--- src/rtl/serializer_pkg.sv ---
// serializer_pkg: types and helpers shared by the POY x POX output serializer
// controller and its neighbours.
//   state_e : controller FSM states
//   row_w() : row-index width, max(1, $clog2(poy))
package serializer_pkg;

  typedef enum logic [1:0] {
    IDLE  = 2'd0,
    WAIT  = 2'd1,  // serializer empty, awaiting a tile
    DRAIN = 2'd2,  // serializer holds a tile; row_idx is the row at its head
    TAIL  = 2'd3   // last row in flight to the serializer output register
  } state_e;

  function automatic int row_w(input int poy);
    return (poy <= 2) ? 1 : $clog2(poy);
  endfunction

endpackage

--- src/rtl/serializer_ctrl.sv ---
// serializer_ctrl: sequences the POY x POX output serializer.
// Accepts finished MAC tiles over valid/ready, pulses the serializer load,
// steers its shift select so one POX-wide row leaves per cycle, and emits a
// row-valid/index sideband aligned with the serializer's registered output.
// Counts tiles per layer and pulses done when the layer is complete.
// Ports:
//   clk, rst          clock, synchronous active-high reset
//   start             one-cycle layer start (ignored while busy)
//   cfg_num_tiles     tiles in the layer, sampled on an accepted start
//   mac_valid/ready   tile handshake from the MAC array controller
//   ser_load/shift    serializer mac_output_valid / mux_sel
//   out_valid/row/tile/last  sideband for serializer_out
//   busy, done        layer in progress / one-cycle completion pulse
module serializer_ctrl
  import serializer_pkg::*;
#(
  parameter  int POY    = 3,
  parameter  int TILE_W = 16,
  localparam int ROW_W  = row_w(POY)
) (
  input  logic              clk,
  input  logic              rst,
  input  logic              start,
  input  logic [TILE_W-1:0] cfg_num_tiles,
  input  logic              mac_valid,
  output logic              mac_ready,
  output logic              ser_load,
  output logic              ser_shift,
  output logic              out_valid,
  output logic [ROW_W-1:0]  out_row,
  output logic [TILE_W-1:0] out_tile,
  output logic              out_last,
  output logic              busy,
  output logic              done
);

  localparam logic [ROW_W-1:0] LAST_ROW = ROW_W'(POY - 1);

  state_e            state_q;
  logic [ROW_W-1:0]  row_idx_q;
  logic [TILE_W-1:0] tiles_left_q;
  logic [TILE_W-1:0] tile_cnt_q;   // index the next loaded tile will get
  logic [TILE_W-1:0] tile_idx_q;   // index of the tile in the serializer
  logic              out_valid_q, out_last_q, busy_q, done_q;
  logic [ROW_W-1:0]  out_row_q;
  logic [TILE_W-1:0] out_tile_q;
  logic              at_last_row;

  assign at_last_row = (row_idx_q == LAST_ROW);

  // Ready comes only from registered state so the MAC side can use it
  // without a combinational loop through mac_valid. Loading on the last
  // DRAIN row keeps the output stream gap-free between tiles.
  assign mac_ready = (tiles_left_q != '0) &&
                     ((state_q == WAIT) || ((state_q == DRAIN) && at_last_row));
  assign ser_load  = mac_valid && mac_ready;
  assign ser_shift = (state_q == DRAIN) && !at_last_row;

  always_ff @(posedge clk) begin
    if (rst) begin
      state_q      <= IDLE;
      row_idx_q    <= '0;
      tiles_left_q <= '0;
      tile_cnt_q   <= '0;
      tile_idx_q   <= '0;
      out_valid_q  <= 1'b0;
      out_row_q    <= '0;
      out_tile_q   <= '0;
      out_last_q   <= 1'b0;
      busy_q       <= 1'b0;
      done_q       <= 1'b0;
    end else begin
      // Sideband is the head-of-serializer view delayed by the serializer's
      // output register.
      out_valid_q <= (state_q == DRAIN);
      out_row_q   <= row_idx_q;
      out_tile_q  <= tile_idx_q;
      out_last_q  <= (state_q == DRAIN) && at_last_row && (tiles_left_q == '0);
      done_q      <= 1'b0;

      if (ser_load) begin
        state_q      <= DRAIN;
        row_idx_q    <= '0;
        tiles_left_q <= tiles_left_q - TILE_W'(1);
        tile_idx_q   <= tile_cnt_q;
        tile_cnt_q   <= tile_cnt_q + TILE_W'(1);
      end else begin
        unique case (state_q)
          IDLE: begin
            // busy_q still high here only in the done cycle; start is
            // ignored then, and busy drops afterwards.
            if (start && !busy_q) begin
              if (cfg_num_tiles != '0) begin
                state_q      <= WAIT;
                tiles_left_q <= cfg_num_tiles;
                tile_cnt_q   <= '0;
                busy_q       <= 1'b1;
              end else begin
                done_q <= 1'b1;
              end
            end else begin
              busy_q <= 1'b0;
            end
          end
          WAIT: ;
          DRAIN: begin
            if (!at_last_row) row_idx_q <= row_idx_q + ROW_W'(1);
            else              state_q   <= (tiles_left_q != '0) ? WAIT : TAIL;
          end
          TAIL: begin
            state_q <= IDLE;
            done_q  <= 1'b1;
          end
          default: state_q <= IDLE;
        endcase
      end
    end
  end

  assign out_valid = out_valid_q;
  assign out_row   = out_row_q;
  assign out_tile  = out_tile_q;
  assign out_last  = out_last_q;
  assign busy      = busy_q;
  assign done      = done_q;

endmodule

--- config.mk ---
export PLATFORM = sky130hd
export DESIGN_NAME = serializer_ctrl
export DESIGN_NICKNAME = d
export VERILOG_FILES = /design/src/rtl/serializer_pkg.sv /design/src/rtl/serializer_ctrl.sv
export SDC_FILE = /design/constraint.sdc
export NUM_CORES = 1
export LEC_CHECK = 0
export CAP_MARGIN = 20
export CORE_MARGIN = 2
export CORE_UTILIZATION = 45
export DETAILED_ROUTE_END_ITERATION = 12
export PLACE_DENSITY = 0.68
export SLEW_MARGIN = 20
export SYNTH_ARGS = -nofsm -noshare
export SYNTH_HDL_FRONTEND = slang
export SYNTH_SLANG_ARGS = --single-unit
--- constraint.sdc ---
create_clock -name clk -period 2.8 [get_ports clk]
set_input_delay 0.42 -clock clk [delete_from_list [all_inputs] [get_ports clk]]
set_output_delay 0.42 -clock clk [all_outputs]
set_load 0.05 [all_outputs]
==> impl_metrics.yaml <==
sta:
  finalWorstSetupSlack_ns: 0.247
  clock_skew_ns: 0.00826
  setup_violations: 0
  post-route-period-util_pct: 91.2
  slew_violations: 0
  rsz0062_at_grt: "false"
  tns_ns: 0
  post-route-min-period_ns: 2.55
  whs_ns: 0.300
  clock.fmax_mhz: 392
  hold_viol_final: 0
  relSlewSlack_pct: 61.5
  tightest_slew_ns: 0.573
power:
  power.share.clock_pct: 24.9
  power.density_nw_per_um2: 891
  p_sw_share_pct: 38.9
  internal_power_uw: 2240
  power_frac_seq_pct: 36.0
  p_comb_share_pct: 39.2
  peakVddDrop_uv: 392
  power_leakage_uw: 0.00144
  p_sw_uw: 1420
placement:
  post-place-ws_ns: 0.172
  gp_congestion: 0.893
  dp_hpwl_microns: 5420
  io_buffer_count: 44
  place_area_sq_um: 3890
critical_path:
  worst_setup_path_end_kind: "primary output"
  worst_setup_path_start_kind: "flip-flop"
  cp_data_required_time_ns: 2.38
  reg2reg_setup_slack_ns: 0.51
  reg2reg_from: "state_q[0]"
  cp_max_fo: 12
  crit_type: "reg -> out"
  worstSetupStartpoint: "state_q[0]"
  cp_data_arrival_time_ns: 2.13
global_route:
  grt_usage_pct: 18.9
  grt_antenna_before_repair: 0
  overflow: 0
  grt_pass1_wl_microns: 12500
  grt_pass1_vias: 2601
  grt_max_degree: 53
synthesis:
  synth_top_area_cell: "dfxtp_1"
  netlist.area_leader.share_pct: 44.7
  postSynthCellCount: 373
  yosysUniqueCellTypes: 63
  synthArstFlopShare_pct: 0
  syn_nets: 402
  synthFlopType: "dfxtp_1"
  synth_edf_count: 0
  ys_ff_latch: 74
  ys_top_cells_by_area: "dfxtp_1, a21oi_1, nand2_1, nor2b_1, ha_1"
  synth_area_per_cell_sq_um: 8.89
  yosys_warnings: 0
  netlist_area_sq_um: 3310
  seq_area_frac_synth_pct: 44.7
floorplan:
  core_sq_um: 7180
  dieArea_sq_um: 8070
  io_pins: 45
  rows: 31
  dieWidth_microns: 89.8
  initial_core_util_pct: 46.2
  die-height_microns: 89.8
clock_network:
  clk_latency_ns: 0.35
  tritoncts: "yes"
  cts_buffers: 9
  clk_pin_slew_worst_paths_ns: 0.08
  holdBufCountCts: 0
  ctsLongestPathBuffers: 2
  cts_sinks: 74
  cts_root_buffer: "clkbuf_8"
  htree_levels: 3
cells_and_area:
  post-route-util_pct: 57.3
  fillCellCount: 653
  mostFrequentLayoutCells: "dfxtp_1, nand2_1, a21oi_1"
  layout_commonest_cell: "dfxtp_1"
  nets: 452
  fin_area_sq_um: 4110
  syn2layout_area_growth_pct: 24.0
  num_antenna_cells: 0
  drive_gt1_share_pct: 11.2
detailed_routing:
  wl_per_cell_microns: 14.4
  vias: 2894
  dr.pass1.iters: 4
  avgViaCountPerCell: 5.49
  finalWirelength_microns: 7600
  drtAntennaViolNets: 0
  drc: 0
  drt_iter0_drc: 152
min_path:
  min_from: "rst"
  hold_class: "in -> reg"
run:
  maxCapViolCount: 0
status:
  status: "finished clean"
[repair_timing]
action                     4_1_cts  5_1_grt
setup endpoints to repair        1        0
resized for setup                1        0
setup buffers                    0        0
[synthesized netlist by cell type, drive strengths merged, types with 2 or more instances]
cell	count
mux2i	3
nor3	8
o31ai	4
a211oi	3
ha	9
a21oi	44
nand3b	2
o221a	3
nand2	49
dfxtp	74
a31oi	7
inv	12
o211ai	2
clkbuf	10
and4	3
or4	9
o311ai	2
nor3b	3
buf	10
and3	2
nor2	12
nand4	4
a22oi	4
nor2b	20
o31a	2
or3	11
nor4	11
o21ai	16
nand3	14
and2	2
[final cells by class]
class	count	area, sq um	area share, %
Clock buffer	10	128	3.11
Inverter	12	45.0	1.10
Timing Repair Buffer	59	554	13.5
Multi-Input combinational cell	267	1690	41.1
Tap cell	99	124	3.01
Sequential cell	74	1480	36.0
Clock inverter	6	90.1	2.19
[per-layer routing]
layer  part of all wire, %  track usage, %
met3                   5.3            3.35
met4                   1.1            9.10
met5                     0               0
met1                    51            27.2
met2                    43            27.4
[power groups by stage]
stage	combinational [uW]	clock, uW	sequential, uW
2_1_floorplan	1000	0	1340
3_3_place_gp	1400	0	1330
3_5_place_dp	1420	0	1340
4_1_cts	1420	922	1310
5_1_grt	1560	966	1330
6_report	1430	910	1320
[registers in the layout, summed over array words and instances (netlist names)]
register / flops
busy: 1
done: 1
out_last: 1
out_row: 2
out_tile: 16
out_valid: 1
row_idx_q: 2
state_q: 2
tile_cnt_q: 16
tile_idx_q: 16
tiles_left_q: 16
[cells by family after synthesis]
family / after synthesis / synth area share, %
buf+inv: 32 / 4.38
fa+ha+maj: 9 / 3.40
flops: 74 / 44.7
compound gates: 99 / 19.1
simple gates: 153 / 26.7
xor+xnor: 2 / 0.529
mux: 4 / 1.25
[critical path, cell delays in order, from the launching register on]
cell	delay (ns)
dfxtp_1	0.43
inv_1	0.09
ha_1	0.25
a21oi_1	0.21
and2b_1	0.31
nand2_1	0.16
inv_2	0.14
buf_12	0.18
[through the flow]
step / power, uW / cells
6_report: 3660 / 527
5_1_grt: 3860 / 527
3_3_place_gp: 2730 / 511
4_1_cts: 3660 / 527
3_5_place_dp: 2760 / 511
2_1_floorplan: 2340 / 373
[worst paths after layout]
check / depth (start not counted) / endpoint
setup / recovery: 7 / ser_load
hold / removal: 2 / out_row[0]
setup reg to reg: 8 / tile_cnt_q[12]
hold reg to reg: 2 / tile_idx_q[12]
No activity file was read; power rests on OpenSTA's default activity.
